$ cat config.mk
export PLATFORM = sky130hd
export DESIGN_NAME = conv_feeder
export DESIGN_NICKNAME = d
export VERILOG_FILES = /design/src/rtl/conv_pkg.sv /design/src/rtl/conv_feeder_frame_buf.sv /design/src/rtl/conv_feeder.sv
export SDC_FILE = /design/constraint.sdc
export NUM_CORES = 1
export LEC_CHECK = 0
export CAP_MARGIN = 20
export CORE_MARGIN = 8
export CORE_UTILIZATION = 51
export CTS_CLUSTER_SIZE = 12
export DETAILED_ROUTE_END_ITERATION = 12
export HOLD_SLACK_MARGIN = 0.15
export PLACE_DENSITY = 0.77
export SYNTH_ARGS = -nofsm -noshare
export SYNTH_HDL_FRONTEND = slang
export SYNTH_SLANG_ARGS = --single-unit
export TNS_END_PERCENT = 50
$ cat constraint.sdc
create_clock -name clk -period 3.9 [get_ports clk]
set_input_delay 0.78 -clock clk [delete_from_list [all_inputs] [get_ports clk]]
set_output_delay 0.78 -clock clk [all_outputs]
set_load 0.005 [all_outputs]
$ cat src/rtl/conv_pkg.sv
// Shared types and size derivations for the convolution-core frame feeder.
package conv_pkg;

  localparam int DATA_W = 16;

  typedef enum logic [2:0] {
    S_IDLE,
    S_FILL,
    S_WLOAD,
    S_GAP,
    S_ILOAD,
    S_STREAM,
    S_WAIT_DONE
  } state_t;

  function automatic int pix_count(input int img);
    return img * img;
  endfunction

  // Pointer width wide enough to address every pixel of one frame.
  function automatic int ptr_width(input int img);
    return (img * img > 1) ? $clog2(img * img) : 1;
  endfunction

endpackage

$ cat src/rtl/conv_feeder_frame_buf.sv
// One-frame pixel store: synchronous write port, combinational read port.
module frame_buf
  import conv_pkg::*;
#(
  parameter int N     = 49,
  parameter int PTR_W = 6
) (
  input  logic                     clk,
  input  logic                     we,
  input  logic [PTR_W-1:0]         waddr,
  input  logic signed [DATA_W-1:0] wdata,
  input  logic [PTR_W-1:0]         raddr,
  output logic signed [DATA_W-1:0] rdata
);

  logic signed [DATA_W-1:0] mem_q [N];

  always_ff @(posedge clk) begin
    if (we) mem_q[waddr] <= wdata;
  end

  assign rdata = mem_q[raddr];

endmodule

$ cat src/rtl/conv_feeder.sv
// Buffers one IMG x IMG frame from the host, then strobes the core and bursts
// the pixels stall-free; waits for pooling-done (or times out) before the next frame.
module conv_feeder
  import conv_pkg::*;
#(
  parameter int IMG     = 7,
  parameter int W_GAP   = 2,
  parameter int TIMEOUT = 4095
) (
  input  logic                     clk,
  input  logic                     rst,
  input  logic                     start,
  input  logic                     s_valid,
  input  logic signed [DATA_W-1:0] s_data,
  output logic                     s_ready,
  output logic                     w_load,
  output logic                     i_load,
  output logic signed [DATA_W-1:0] img_out,
  input  logic                     done_pooling,
  output logic                     busy,
  output logic                     frame_done,
  output logic [7:0]               frame_cnt,
  output logic                     err
);

  localparam int N     = pix_count(IMG);
  localparam int PTR_W = ptr_width(IMG);
  localparam int TO_W  = $clog2(TIMEOUT + 1);

  localparam logic [PTR_W-1:0] LAST_PIX = PTR_W'(N - 1);
  localparam logic [3:0]       GAP_INIT = 4'(W_GAP);
  localparam logic [TO_W-1:0]  TO_LAST  = TO_W'(TIMEOUT - 1);

  state_t                   state_q, state_d;
  logic [PTR_W-1:0]         wptr_q, wptr_d;
  logic [PTR_W-1:0]         rptr_q, rptr_d;
  logic [3:0]               gap_q, gap_d;
  logic [TO_W-1:0]          to_q, to_d;
  logic                     s_ready_q, s_ready_d;
  logic                     w_load_q, w_load_d;
  logic                     i_load_q, i_load_d;
  logic signed [DATA_W-1:0] img_q, img_d;
  logic                     busy_q, busy_d;
  logic                     fd_q, fd_d;
  logic [7:0]               fcnt_q, fcnt_d;
  logic                     err_q, err_d;

  logic                     buf_we;
  logic [PTR_W-1:0]         buf_raddr;
  logic signed [DATA_W-1:0] buf_rdata;

  frame_buf #(
    .N     (N),
    .PTR_W (PTR_W)
  ) u_buf (
    .clk   (clk),
    .we    (buf_we),
    .waddr (wptr_q),
    .wdata (s_data),
    .raddr (buf_raddr),
    .rdata (buf_rdata)
  );

  // rptr_q holds the index of the pixel currently on img_out; the read port
  // looks one ahead so the registered output never bubbles.
  always_comb begin
    state_d   = state_q;
    wptr_d    = wptr_q;
    rptr_d    = rptr_q;
    gap_d     = gap_q;
    to_d      = to_q;
    img_d     = '0;
    fd_d      = 1'b0;
    fcnt_d    = fcnt_q;
    err_d     = err_q;
    buf_we    = 1'b0;
    buf_raddr = '0;

    case (state_q)
      S_IDLE: begin
        if (start) begin
          state_d = S_FILL;
          wptr_d  = '0;
        end
      end
      S_FILL: begin
        if (s_valid && s_ready_q) begin
          buf_we = 1'b1;
          wptr_d = wptr_q + 1'b1;
          if (wptr_q == LAST_PIX) state_d = S_WLOAD;
        end
      end
      S_WLOAD: begin
        if (GAP_INIT == 4'd0) begin
          state_d = S_ILOAD;
        end else begin
          state_d = S_GAP;
          gap_d   = GAP_INIT;
        end
      end
      S_GAP: begin
        gap_d = gap_q - 1'b1;
        if (gap_q <= 4'd1) state_d = S_ILOAD;
      end
      S_ILOAD: begin
        state_d = S_STREAM;
        rptr_d  = '0;
        img_d   = buf_rdata;
      end
      S_STREAM: begin
        if (rptr_q == LAST_PIX) begin
          state_d = S_WAIT_DONE;
          to_d    = '0;
        end else begin
          rptr_d    = rptr_q + 1'b1;
          buf_raddr = rptr_q + 1'b1;
          img_d     = buf_rdata;
        end
      end
      S_WAIT_DONE: begin
        if (done_pooling) begin
          state_d = S_IDLE;
          fd_d    = 1'b1;
          fcnt_d  = fcnt_q + 8'd1;
        end else if (to_q == TO_LAST) begin
          state_d = S_IDLE;
          err_d   = 1'b1;
        end else begin
          to_d = to_q + 1'b1;
        end
      end
      default: state_d = S_IDLE;
    endcase

    s_ready_d = (state_d == S_FILL);
    w_load_d  = (state_d == S_WLOAD);
    i_load_d  = (state_d == S_ILOAD);
    busy_d    = (state_d != S_IDLE);
  end

  always_ff @(posedge clk) begin
    if (rst) begin
      state_q   <= S_IDLE;
      wptr_q    <= '0;
      rptr_q    <= '0;
      gap_q     <= '0;
      to_q      <= '0;
      s_ready_q <= 1'b0;
      w_load_q  <= 1'b0;
      i_load_q  <= 1'b0;
      img_q     <= '0;
      busy_q    <= 1'b0;
      fd_q      <= 1'b0;
      fcnt_q    <= '0;
      err_q     <= 1'b0;
    end else begin
      state_q   <= state_d;
      wptr_q    <= wptr_d;
      rptr_q    <= rptr_d;
      gap_q     <= gap_d;
      to_q      <= to_d;
      s_ready_q <= s_ready_d;
      w_load_q  <= w_load_d;
      i_load_q  <= i_load_d;
      img_q     <= img_d;
      busy_q    <= busy_d;
      fd_q      <= fd_d;
      fcnt_q    <= fcnt_d;
      err_q     <= err_d;
    end
  end

  assign s_ready    = s_ready_q;
  assign w_load     = w_load_q;
  assign i_load     = i_load_q;
  assign img_out    = img_q;
  assign busy       = busy_q;
  assign frame_done = fd_q;
  assign frame_cnt  = fcnt_q;
  assign err        = err_q;

endmodule

Word level (Yosys, flattened, before mapping)

Memory sizes are Yosys's and may differ from the RTL's.
Index checks and enable logic that the tools add are counted.
Widths: inputs -> output; s select.

Memories kept: 1
Input port bits: 21
Register bits after elaboration: 61
Word-level logic and storage cells: 80
Memory bits (writable): 784
Output and inout bits: 30

Memories:

| name        | words | width | read ports | clocked after memory_dff | write ports | RTL line                    | source |
|---|---|---|---|---|---|---|---|
| u_buf.mem_q | 49    | 16    | 1          | 0                        | 1           | conv_feeder_frame_buf.sv:16 | `logic signed [DATA_W-1:0] mem_q [N];` |

Reductions and logical operators: 13
Multiplexer cells: 27
Add/subtract/negate cells: 5
Bitwise operators: 2
Magnitude comparators: 1
Equality and inequality tests: 18

Operator list:

| kind                  | number |
|---|---|
| $mux 12               | 3 |
| $pmux 16 s2           | 1 |
| $mux 6                | 5 |
| $pmux 12 s2           | 1 |
| $pmux 6 s2            | 2 |
| $mux 3                | 7 |
| $pmux 3 s7            | 1 |
| $mux 16               | 1 |
| $add 12x1->12 const B | 1 |
| $add 6x1->6 const B   | 2 |
| $eq 12x12->1 const B  | 1 |
| $eq 3x3->1 const B    | 4 |
| $eq 6x6->1 const B    | 2 |
| $ne 2x2->1 const B    | 6 |
| $eq 3x2->1 const B    | 3 |
| $add 8x1->8 const B   | 1 |
| $pmux 4 s2            | 1 |
| $reduce_bool 2->1     | 4 |
| $eq 3x1->1 const B    | 2 |
| $reduce_and 3->1      | 2 |
| $mux 1                | 5 |
| $le 4x1->1 const B    | 1 |
| $reduce_and 2->1      | 2 |
| $reduce_and 4->1      | 1 |
| 6 further kinds       | 7 |

Longest topological paths before layout

An unclocked memory read counts as a cell.

Word-level depth: 6
Mapped depth: 14
Mapped depth without buffers: 9

Hierarchy

From an unflattened synthesis, not the netlist that was laid out.

Cell total of the unflattened synthesis: 1,629
Area, all modules: 32,875.3 um^2

By module, submodules not included:

| module      | instances | area each (um^2) | seq. area each (um^2) | cells an instance |
|---|---|---|---|---|
| frame_buf   | 1         | 30,190.2         | 23,542.6              | 1,327 |
| conv_feeder | 1         | 2,685.1          | 1,221.2               | 302 |

Worst setup path before layout

Ideal clock, no wire load.

Path type: reg2reg
Start point: register state_q[0]
End point: memory u_buf.mem_q[47][0], enable pin
Setup time: 0.389 ns
Slack: 1.382 ns
Stages on the path, launching flop included: 7
Data required time: 3.511 ns
Buffers on the path: 2
Arrival: 2.129 ns
Period minus slack after synthesis: 2.518 ns
Path through: dfxtp_1 -> buf_2 -> clkbuf_1 -> nand4_1 -> nor2_1 -> nand3_1 -> nor2_1

Longest elaborated chain between the ends: 4

Ends and longest elaborated chain:

| item                         | RTL line                    | source |
|---|---|---|
| start: declaration           | conv_feeder.sv:34           | `state_t state_q, state_d;` |
| start signal: assignment     | conv_feeder.sv:157          | `state_q <= state_d;` |
| $eq 3x1->1                   | conv_feeder.sv:79           | `case (state_q)` |
| $mux 1                       | conv_feeder.sv:79           |  |
| $mux 1                       | conv_feeder_frame_buf.sv:19 | `if (we) mem_q[waddr] <= wdata;` |
| $mux 1 (implied by the code) | conv_feeder_frame_buf.sv:19 |  |
| end: declaration             | conv_feeder_frame_buf.sv:16 |  |

Every way passes these cells.

Worst setup path in the final report

Start point: register rptr_q[0]
End point: register img_q[13], in the netlist img_out[13]

Longest elaborated chain between the ends: 6
Elaborated cells between the ends (all ways): 7
Those cells by class: add/sub (1); eq/ne (1); mux (4); memory (1)

Ends and longest elaborated chain:

| item                                             | RTL line                               | source |
|---|---|---|
| start: declaration                               | conv_feeder.sv:36                      | `logic [PTR_W-1:0] rptr_q, rptr_d;` |
| start signal: assignment                         | conv_feeder.sv:159                     | `rptr_q <= rptr_d;` |
| $add 6x1->6 / $eq 6x6->1 (equally long branches) | conv_feeder.sv:116, conv_feeder.sv:111 |  |
| $mux 6                                           | conv_feeder.sv:111                     | `if (rptr_q == LAST_PIX) begin` |
| $mux 6                                           | conv_feeder.sv:79                      |  |
| $mem_v2 49x16                                    | n/a                                    |  |
| $mux 16                                          | conv_feeder.sv:111                     |  |
| $pmux 16 s2 (*)                                  | conv_feeder.sv:79                      |  |
| end signal: assignment                           | conv_feeder.sv:165                     | `img_q <= img_d;` |
| end: declaration                                 | conv_feeder.sv:42                      | `logic signed [DATA_W-1:0] img_q, img_d;` |

Mark *: on every way between the ends. The rest lies on a longest branch, timed or not.
A chain may end at the register's enable or synchronous reset.

==> out/results.ini <==
[status]
status = complete, no violations

[synth]
synth_edf_count = 784
synthesis.area_um2 = 32860
synth_common_cells = 784 x edfxtp_1, 164 x a21oi_1, 136 x nor2_1
syn-num-nets = 2156
syn_inst = 2126
yosys.area.top_type = edfxtp_1
postSynthAreaPerCell_um2 = 15.46
synth-seq-area-share_pct = 75.36
synth_seq_cells = 845
synth.most_common_cell = edfxtp_1
ys_top_cells_by_area = edfxtp_1 72%, dfxtp_1 3.7%, o221ai_1 2.8%
ys_types = 70
yosysWarnings = 0
ys_dominant_reg_cell = edfxtp_1
synth.top_cell.area_share_pct = 71.64
synth-async-reset-ratio_pct = 0

[critical_path]
critPathCaptureType = flop
rr_startpoint = rptr_q[0]
worstPathRequired_ns = 4.41
critPathTopFamily = compound AO/OA/AOI/OAI gates
crit_fanout = 48
crit_slowest_cell = o211a_4
cp_num_buf_inv = 3
cp_cell_sequence = inv_1 -> ha_4 -> or3b_1 -> o211a_4 -> buf_4 -> buf_4 -> o221ai_1 -> a31oi_1 -> o21ai_0 -> nor4_1
r2r_cells = 10
r2r-end = img_out[13]
path_class = flop to flop
crit_start = rptr_q[0]
crit_top_cell = buf_4
endpoint = img_out[13]
reg2reg_setup_slack_ns = 0.16
start_kind = flop
slowest_delay_ns = 0.67
arrival_ns = 4.25
crit_cells = 10

[cts]
ctsHoldBuffers = 0
cts_buffers = 86
cts_max_level = 3
clock-sinks = 845
tritoncts = built
cts.clk_slew.worst_paths_ns = 0.06
postCtsSetupRepairBufs = 0
post_cts_resized = 0
clock_path_buffers = 3
root_buffer = clkbuf_16
worstSkewPairLatency_ns = 0.63

[placed_design]
place_area_um2 = 34530
place_ws_ns = 0.2825
io_buffers = 50
gp_congestion = 0.9750
dp_hpwl_mm = 52.82

[finish]
fin_area_um2 = 37280
num-nets-final = 2251
n_antenna_cell = 0
fillCellCount = 4662
area_growth_pct = 13.44
multi_input_area_um2 = 7375
drive_gt1_share_pct = 13.32
regArea_um2 = 24770

[sta]
fin_ws_ns = 0.1621
setup_viol = 0
slew_viol_final = 0
post-route-period-util_pct = 95.84
rsz0062_at_grt = no
min_period_ns = 3.738
clock.fmax_ghz = 0.2675
setup_tns_ns = 0
whs_ns = 0.5113
tightest_slew_ns = 1.196
skew_ns = 0.02785
slew_headroom_pct = 20.26
timing.final.hold_violations = 0

[routing]
wl_per_cell_um = 27.61
routed_wl_mm = 86.60
vias = 20331
dr.pass1.iters = 9
drc = 0
drt_iter0_markers = 2900
route.antenna.remaining_nets = 0
vias_per_cell = 6.481

[grt]
grt_remaining_overflow = 0
groute.usage.overall_pct = 23.07
grt_pass1_vias = 19718
grt_busiest_layer = met2
grt_util_met3_pct = 4.567
grtUsageMet1_pct = 31.62
grt_pass1_wl_mm = 127.9
grt_max_degree = 111
use_met2_pct = 35.99
antenna_found_initial = 2

[floorplan]
start_util_pct = 51.25
num_io_pins = 51
core_um2 = 64120
die_y_um = 269.8
die_w_um = 269.8
dieArea_um2 = 72810
rows = 93

[power]
power_leakage_uw = 0.01141
power_uw = 17840
ir_drop_mv = 0.3675
power.density_nw_per_um2 = 478.6

[run]
drv_cap = 0

[hold_path]
hold_path_class = flop to flop

layout make-up:
type                       count  share of cell area (%)
multi-input combinational   1115                   19.78
clock inverter                14                  0.2383
tap                          855                   2.870
inverter                      12                  0.1208
timing repair buffer         161                   3.759
clock buffer                 135                   6.793
sequential                   845                   66.44
worst min-delay path by stage:
stage	startpoint	to	slack, ns	cells after the start
after CTS	frame_cnt[1]	frame_cnt[1]	0.51	2
after detailed placement	to_q[11]	to_q[11]	0.50	2
final	frame_cnt[1]	frame_cnt[1]	0.51	2
after floorplan	err	err	0.46	2
after global placement	to_q[8]	to_q[8]	0.48	2
after global routing	frame_cnt[1]	frame_cnt[1]	0.52	2
kinds of logic (layout without fill, tap and decap cells):
family                   after synthesis  count (layout)  synth area share, %
AND/OR/NAND/NOR                      341             341                5.106
buffers and inverters                166             322                2.380
flip-flops                           845             845                75.36
XOR/XNOR                              23              23               0.6130
multiplexers                          97              97                2.985
AO/OA/AOI/OAI                        645             645                13.22
adder cells (fa/ha/maj)                9               9               0.3427
worst register-to-register path, cell delays in order, from the launching register on:
cell,delay [ns]
dfxtp_4,0.36
inv_1,0.14
ha_4,0.20
or3b_1,0.47
o211a_4,0.67
buf_4,0.34
buf_4,0.19
o221ai_1,0.21
a31oi_1,0.35
o21ai_0,0.35
nor4_1,0.34
per-stage QoR:
stage	cells	utilization, %
after detailed placement	2982	53.85
final	3137	58.14
after global routing	3137	58.14
after floorplan	2126	-
after global placement	2982	53.85
after CTS	3131	57.94
report_power, final:
part           internal [uW]  total [uW]  switching, uW
clock                   4440        7700           3260
combinational           37.2         235            198
sequential              9900        9910           6.44
layer usage:
metal	wire, um	share of wire [%]
met1	33350	39
met2	40200	46
met3	9412	11
met4	3631	4.2
met5	0	0
sequential cells by signal, summed over array words and instances (netlist names), 3 cells and up:
register	cells
frame_cnt	8
gap_q	4
img_out	16
rptr_q	6
state_q	3
to_q	12
u_buf.mem_q	784
wptr_q	6
cells in the final DEF (no fill, tap or decap), drive strengths merged, types with 9 or more instances in the layout:
master	Yosys	routed
edfxtp	784	784
a21oi	165	165
nor2	136	136
clkbuf	88	135
o22ai	133	133
buf	66	127
o221ai	109	109
o21ai	106	106
mux2i	89	89
dfxtp	61	61
nand2	59	59
nor3	40	40
clkdlybuf4s50	0	34
nand3	28	28
o221a	28	28
a211oi	22	22
a21o	19	19
nor4	19	19
xor2	16	16
a31oi	15	15
inv	12	15
o21a	14	14
o31ai	14	14
nand4	10	10
clkinv	0	10
ha	9	9
(Power assumes the default switching activity.)
